## config.mk

```make
export PLATFORM = sky130hd
export DESIGN_NAME = mul3_accum_flat
export DESIGN_NICKNAME = d
export VERILOG_FILES = /design/src/rtl/mul3_accum_if.sv /design/src/rtl/mul3_accum.sv /design/src/flat_wrapper.sv
export SDC_FILE = /design/constraint.sdc
export NUM_CORES = 1
export LEC_CHECK = 0
export ABC_AREA = 1
export CAP_MARGIN = 15
export CORE_UTILIZATION = 25
export CTS_BUF_LIST = sky130_fd_sc_hd__clkbuf_16
export DETAILED_ROUTE_END_ITERATION = 16
export GPL_TIMING_DRIVEN = 0
export SLEW_MARGIN = 15
export SYNTH_ARGS = -nofsm -noshare
export SYNTH_HDL_FRONTEND = slang
export SYNTH_SLANG_ARGS = --single-unit
```

## constraint.sdc

```tcl
create_clock -name clk -period 1.9 [get_ports clk]
set_clock_uncertainty 0.15 [all_clocks]
set_input_delay 0.38 -clock clk [delete_from_list [all_inputs] [get_ports clk]]
set_output_delay 0.38 -clock clk [all_outputs]
set_load 0.02 [all_outputs]
```

## src/rtl/mul3_accum_if.sv

```systemverilog
// mul3_accum_if: beat input and frame-result output handshakes of the accumulator
interface mul3_accum_if #(
  parameter int ACC_W = 10,
  parameter int CNT_W = 4
);
  logic             in_valid;
  logic             in_ready;
  logic [5:0]       in_prod;
  logic             in_last;
  logic             out_valid;
  logic             out_ready;
  logic [ACC_W-1:0] out_sum;
  logic [CNT_W-1:0] out_cnt;
  logic             out_ovf;
  modport master (
    output in_valid, in_prod, in_last, out_ready,
    input  in_ready, out_valid, out_sum, out_cnt, out_ovf
  );
  modport slave (
    input  in_valid, in_prod, in_last, out_ready,
    output in_ready, out_valid, out_sum, out_cnt, out_ovf
  );
endinterface

```

## src/rtl/mul3_accum.sv

```systemverilog
// mul3_accum: saturating frame accumulator of multiplier products with result handshake
module mul3_accum #(
  parameter int ACC_W = 10,
  parameter int CNT_W = 4
) (
  input  logic         clk,
  input  logic         rst_n,
  mul3_accum_if.slave  io
);
  typedef enum logic [1:0] {IDLE, ACCUM, OUT} state_t;
  state_t           state, state_nx;
  logic [ACC_W-1:0] acc, acc_nx, out_sum;
  logic [CNT_W-1:0] cnt, cnt_nx, out_cnt;
  logic             ovf, ovf_nx, out_ovf;
  logic [ACC_W:0]   sum;
  logic             take, done;
  assign io.in_ready  = state != OUT;
  assign io.out_valid = state == OUT;
  assign io.out_sum   = out_sum;
  assign io.out_cnt   = out_cnt;
  assign io.out_ovf   = out_ovf;
  assign take = io.in_valid && io.in_ready;
  assign done = io.out_valid && io.out_ready;
  // One extra bit of headroom exposes the carry that triggers saturation
  assign sum    = {1'b0, acc} + (ACC_W+1)'(io.in_prod);
  assign acc_nx = sum[ACC_W] ? '1 : sum[ACC_W-1:0];
  assign cnt_nx = &cnt ? cnt : cnt + 1'b1;
  assign ovf_nx = ovf | sum[ACC_W] | (&cnt);
  always_comb begin
    state_nx = state;
    if (state == OUT) state_nx = io.out_ready ? IDLE : OUT;
    else if (take) state_nx = io.in_last ? OUT : ACCUM;
  end
  always_ff @(posedge clk or negedge rst_n) begin
    if (!rst_n) begin
      state   <= IDLE;
      acc     <= '0;
      cnt     <= '0;
      ovf     <= 1'b0;
      out_sum <= '0;
      out_cnt <= '0;
      out_ovf <= 1'b0;
    end else begin
      state <= state_nx;
      if (take) begin
        acc <= acc_nx;
        cnt <= cnt_nx;
        ovf <= ovf_nx;
        if (io.in_last) begin
          out_sum <= acc_nx;
          out_cnt <= cnt_nx;
          out_ovf <= ovf_nx;
        end
      end else if (done) begin
        acc <= '0;
        cnt <= '0;
        ovf <= 1'b0;
      end
    end
  end
endmodule

```

## src/flat_wrapper.sv

```systemverilog
// flat-port wrapper written by rule: the top's interface ports become plain ports
module mul3_accum_flat 
#(
  parameter int ACC_W = 10,
  parameter int CNT_W = 4
)
  (clk, rst_n, io_in_valid, io_in_prod, io_in_last, io_out_ready, io_in_ready, io_out_valid, io_out_sum, io_out_cnt, io_out_ovf);
  mul3_accum_if #(.ACC_W(ACC_W), .CNT_W(CNT_W)) io_i ();
  input  logic clk;
  input  logic rst_n;
  input wire logic [$bits(io_i.in_valid)-1:0] io_in_valid;
  input wire logic [$bits(io_i.in_prod)-1:0] io_in_prod;
  input wire logic [$bits(io_i.in_last)-1:0] io_in_last;
  input wire logic [$bits(io_i.out_ready)-1:0] io_out_ready;
  output wire logic [$bits(io_i.in_ready)-1:0] io_in_ready;
  output wire logic [$bits(io_i.out_valid)-1:0] io_out_valid;
  output wire logic [$bits(io_i.out_sum)-1:0] io_out_sum;
  output wire logic [$bits(io_i.out_cnt)-1:0] io_out_cnt;
  output wire logic [$bits(io_i.out_ovf)-1:0] io_out_ovf;
  assign io_i.in_valid = io_in_valid;
  assign io_i.in_prod = io_in_prod;
  assign io_i.in_last = io_in_last;
  assign io_i.out_ready = io_out_ready;
  assign io_in_ready = io_i.in_ready;
  assign io_out_valid = io_i.out_valid;
  assign io_out_sum = io_i.out_sum;
  assign io_out_cnt = io_i.out_cnt;
  assign io_out_ovf = io_i.out_ovf;
  mul3_accum #(.ACC_W(ACC_W), .CNT_W(CNT_W)) u_core (.clk(clk), .rst_n(rst_n), .io(io_i));
endmodule
```

## Yosys cells after proc, flatten, opt, wreduce, memory -nomap -nowiden

Cells that the tools add are included.
W data, S select, Z words.

| storage, ports and cells | value |
|---|---|
| input port bits | 11 |
| register bits | 32 |
| word-level logic and storage cells | 31 |

| cells by class | value |
|---|---|
| bitwise logic cells | 2 |
| eq/ne operators | 2 |
| reductions and logical operators | 6 |
| add/sub/neg operators | 2 |
| muxes and demuxes | 12 |

Operators with widths:

| cell | number |
|---|---|
| $mux W10 | 3 |
| $mux W4 | 3 |
| $add A10 B6 Y11 | 1 |
| $mux W2 | 4 |
| $add A4 B1 Y4 const B | 1 |
| $reduce_and A4 Y1 | 1 |
| $reduce_bool A2 Y1 | 2 |
| $eq A2 B2 Y1 const B | 1 |
| $logic_and A1 B1 Y1 | 2 |
| $mux W1 | 2 |
| $ne A2 B2 Y1 const B | 1 |
| $or A1 B1 Y1 | 2 |
| $reduce_and A2 Y1 | 1 |

## Depth between registers and ports, before layout

Gate-level depths: netlist (run 1).

| depth | value |
|---|---|
| depth after elaboration | 4 |
| depth in mapped cells | 11 |
| depth with buffers taken out | 11 |

## Worst setup path after synthesis (run 1)

No wires, ideal clock.

| path | value |
|---|---|
| path type | input -> register |
| start point | in io_in_prod[0] |
| end point | reg u_core.acc[6] |
| setup slack | -0.025 ns |
| data required time | 1.627 ns |
| arrival | 1.652 ns |
| cell stages on the path | 10 |
| library setup time | 0.123 ns |
| buffers on the path | 0 |
| cells stage by stage | ha_1 -> fa_1 -> nand3_1 -> nand2_1 -> nand2_1 -> nand2_4 -> nand2_8 -> nand3_2 -> nand2_1 -> o21ai_2 |

| between the ends | value |
|---|---|
| cells in the longest elaborated chain, start to end | 3 |

Ends and longest elaborated chain:

| item | line | text |
|---|---|---|
| start: declaration | flat_wrapper.sv:12 | `input wire logic [$bits(io_i.in_prod)-1:0] io_in_prod;` |
| $add A10 B6 Y11 | mul3_accum.sv:25 | `assign sum = {1'b0, acc} + (ACC_W+1)'(io.in_prod);` |
| $mux W10 | mul3_accum.sv:26 | `assign acc_nx = sum[ACC_W] ? '1 : sum[ACC_W-1:0];` |
| $mux W10 | mul3_accum.sv:45 | `if (take) begin` |
| end signal: assignment | mul3_accum.sv:46 | `acc <= acc_nx;` |
| end: declaration | mul3_accum.sv:12 | `logic [ACC_W-1:0] acc, acc_nx, out_sum;` |

No other way between the ends.
A chain may end at the register's enable or synchronous reset.

## Final worst setup path (run 1)

| path | value |
|---|---|
| start point | reg u_core.acc[0] |
| end point | reg u_core.out_sum[9] (netlist: u_core.io.out_sum[9]) |

| between the ends | value |
|---|---|
| cells in the longest elaborated chain, start to end | 2 |

Ends and longest elaborated chain:

| item | line | text |
|---|---|---|
| $add A10 B6 Y11 | mul3_accum.sv:25 |  |
| $mux W10 | mul3_accum.sv:26 |  |
| end signal: assignment | mul3_accum.sv:50 | `out_sum <= acc_nx;` |
| end: declaration | mul3_accum.sv:12 |  |

No other way between the ends.

==> flow_summary_export.csv, run 1 <==
group,metric,value,unit
timing,setup_viol,0,
worst_setup_path,crit_buf_inv,0,
synthesis,synthCells,229,
die,die_h,86.90,um
routing,dr.pass1.iters,4,
die,start_util,26.23,%
synthesis,synth_edf_count,0,
timing,tightest_slew,0.7112,ns
worst_setup_path,crit_slowest_cell,"dfrtp_1",
worst_setup_path,critPathTopFamily,"simple AND/OR/NAND/NOR gates",
timing,period_needed,1.803,ns
grt,grt_overflow,0,
clocking,tritoncts,"done",
routing,drt-vias-per-instance,4.121,
die,io_pins,28,
die,core_area,0.006869,mm2
pwr,p_leak,0.001276,uW
synthesis,synth_area_leaders,"dfrtp_1 (44%), nand2_1 (20%), inv_1 (5.8%)",
synthesis,yosys.area.top_type_share,44.44,%
finish,area_growth,37.71,%
die,rows,30,
pwr,vdd_drop_max,455.3,uV
synthesis,post_synth_num_cell_types,27,
placed_design,gp_congestion,0.8577,
clocking,clock_latency,0.27,ns
finish,diodes,0,
finish,seq_area,800.8,um2
worst_setup_path,crit_chain,"ha_4, fa_2, nand3_2, nand2_4, nand2_4, nand2_8, nand2_8, nand3_2, nand2_1, nand2_1",
timing,relSlewSlack,52.59,%
finish,multiInputGateArea,996.0,um2
synthesis,avgSynthCellArea,7.868,um2
finish,nets,286,
placed_design,port_buffers,27,
worst_setup_path,crit_path_end_kind,"flop",
worst_setup_path,reg2reg_to,"u_core.io.out_sum[9]$_DFFE_PN0P_",
finish,drive_above_1_share,16.85,%
timing,drv_slew,0,
routing,drc,0,
worst_setup_path,reg2reg_slack,0.1,ns
outcome,status,"completed",
routing,wire_per_inst,10.69,um
clocking,clock_path_buffers,2,
grt,antenna_found_initial,0,
flow_run,cap_violations,0,
worst_setup_path,arrival,1.82,ns
routing,postRouteWirelength,3880,um
clocking,hold_buffers,0,
synthesis,yosysTopAreaCell,"dfrtp_1",
timing,rsz0062_at_grt,"no",
routing,vias,1496,
grt,grt_pass1_vias,1533,
routing,drtIter0Drc,49,
grt,grt_pass1_wl,6796,um
synthesis,yosysWarnings,0,
min_path,hp-class,"in2async",
clocking,cts_sinks,32,
timing,tns,0,ns
finish,finish.utilization,36.12,%
clocking,clk_pin_slew,0.05,ns
timing,worst_hold_slack,0.01104,ns
die,fp.dieArea,0.007551,mm2
clocking,h-tree-depth,2,
worst_setup_path,r2r-start,"u_core.acc[0]$_DFFE_PN0P_",
placed_design,dp_hpwl,2845,um
finish,stdcell_area,0.002481,mm2
worst_setup_path,cp_max_fo,5,
finish,nFillCells,701,
synthesis,synth.most_common_cell,"nand2_1",
worst_setup_path,crit_path_start_kind,"flop",
worst_setup_path,crit_type,"reg2reg",
synthesis,ys_seq_elements,32,
synthesis,synth.yosys.seq_area_share,44.44,%
timing,hold_violations,0,
grt,grt_use_total,11.52,%
worst_setup_path,critPathMaxStageDelay,0.40,ns
worst_setup_path,r2r_cells,10,
synthesis,syn_area,0.001802,mm2
die,die-width,86.90,um
placed_design,place_area,0.002190,mm2
synthesis,synthArstFlopShare,100.0,%
routing,ant_nets,0,
worst_setup_path,critPathRequiredTime,1.91,ns
clocking,cts_made_buffers,5,
synthesis,synth_top_flop_cell,"dfrtp_1",
pwr,power_per_cell_area,1377,mW/mm2
grt,grt_max_degree,33,
timing,fin_crit_sh,94.92,%
synthesis,yosys-top-cells-count,"nand2_1 (96), dfrtp_1 (32), inv_1 (28)",
timing,fmax,0.5545,GHz
clocking,clockRootBuffer,"clkbuf_16",
synthesis,synth_fp_nets,248,
[layout make-up]
type | instances | share of cell area [%]
clock buffer | 5 | 5.043
multi-input combinational | 165 | 40.14
timing repair buffer | 30 | 11.70
sequential | 32 | 32.27
buffer | 4 | 1.311
clock inverter | 2 | 0.3026
tap | 96 | 4.841
inverter | 29 | 4.387
[per-stage QoR]
step	worst slack (ns)	std cells	power, uW
CTS	0.008613	363	3384
detailed placement	-0.5962	352	2537
global placement	-0.5728	352	2523
floorplan	0.001478	229	2040
finish	0.09661	363	3418
global route	0.001363	363	3690
[power breakdown]
group	total, uW	internal [uW]	switching [uW]
clock network	729	467	262
logic	1580	703	881
registers	1100	920	184
[how the worst max path moves through the flow]
stage	slack, ns	endpoint	depth (start not counted)	startpoint
2_1_floorplan	0.001	u_core.acc[6]$_DFFE_PN0P_	10	io_in_prod[0]
3_3_place_gp	-0.57	u_core.acc[6]$_DFFE_PN0P_	11	io_in_prod[0]
3_5_place_dp	-0.60	u_core.acc[6]$_DFFE_PN0P_	11	io_in_prod[0]
4_1_cts	0.009	u_core.io.out_ovf$_DFFE_PN0P_	10	u_core.acc[0]$_DFFE_PN0P_
5_1_grt	0.001	u_core.acc[2]$_DFFE_PN0P_	10	u_core.acc[0]$_DFFE_PN0P_
6_report	0.1	u_core.io.out_sum[9]$_DFFE_PN0P_	10	u_core.acc[0]$_DFFE_PN0P_
[flip-flops by register name, summed over array words and instances (netlist names)]
signal,count
u_core.acc,10
u_core.io.out_cnt,4
u_core.state,2
u_core.ovf,1
u_core.io.out_ovf,1
u_core.cnt,4
u_core.io.out_sum,10
[layout by cell type (no fill, tap or decap), types with 4 or more instances in the layout]
master,netlist,layout
nand3_2,4,4
nor2_1,8,7
ha_4,0,5
o21ai_0,8,8
inv_1,28,28
nand3_1,10,9
clkbuf_16,0,5
nand2_1,96,92
dlygate4sd2_1,0,4
dfrtp_1,32,32
nand2_2,4,6
o22ai_1,5,5
clkdlybuf4s50_1,0,19
[repair_timing]
action | in CTS | in global routing
setup endpoints to repair | 23 | 21
gates cloned | 1 | 0
gates resized for setup | 13 | 14
setup buffers | 3 | 0
pin swaps | 5 | 7
[per-layer routing]
metal / share of wire [%] / GRT usage (%) / wire [um]
met1: 47 / 14.38 / 1838
met4: 2.3 / 6.364 / 90
met2: 49 / 19.11 / 1886
met3: 1.6 / 1.706 / 64
met5: 0 / 0 / 0
[kinds of logic after synthesis]
family | share of synthesized area [%]
flops | 44.44
simple gates | 33.06
buf+inv | 7.847
xor+xnor | 1.459
compound gates | 7.223
fa+ha+maj | 5.972
Note: power is estimated with default switching activity, not from simulation.
==> run 2: changes to the inputs <==
SLEW_MARGIN = 0   (was 15)
==> results of run 2 <==
Final layout, timing and power as in run 1 (identical DEF).
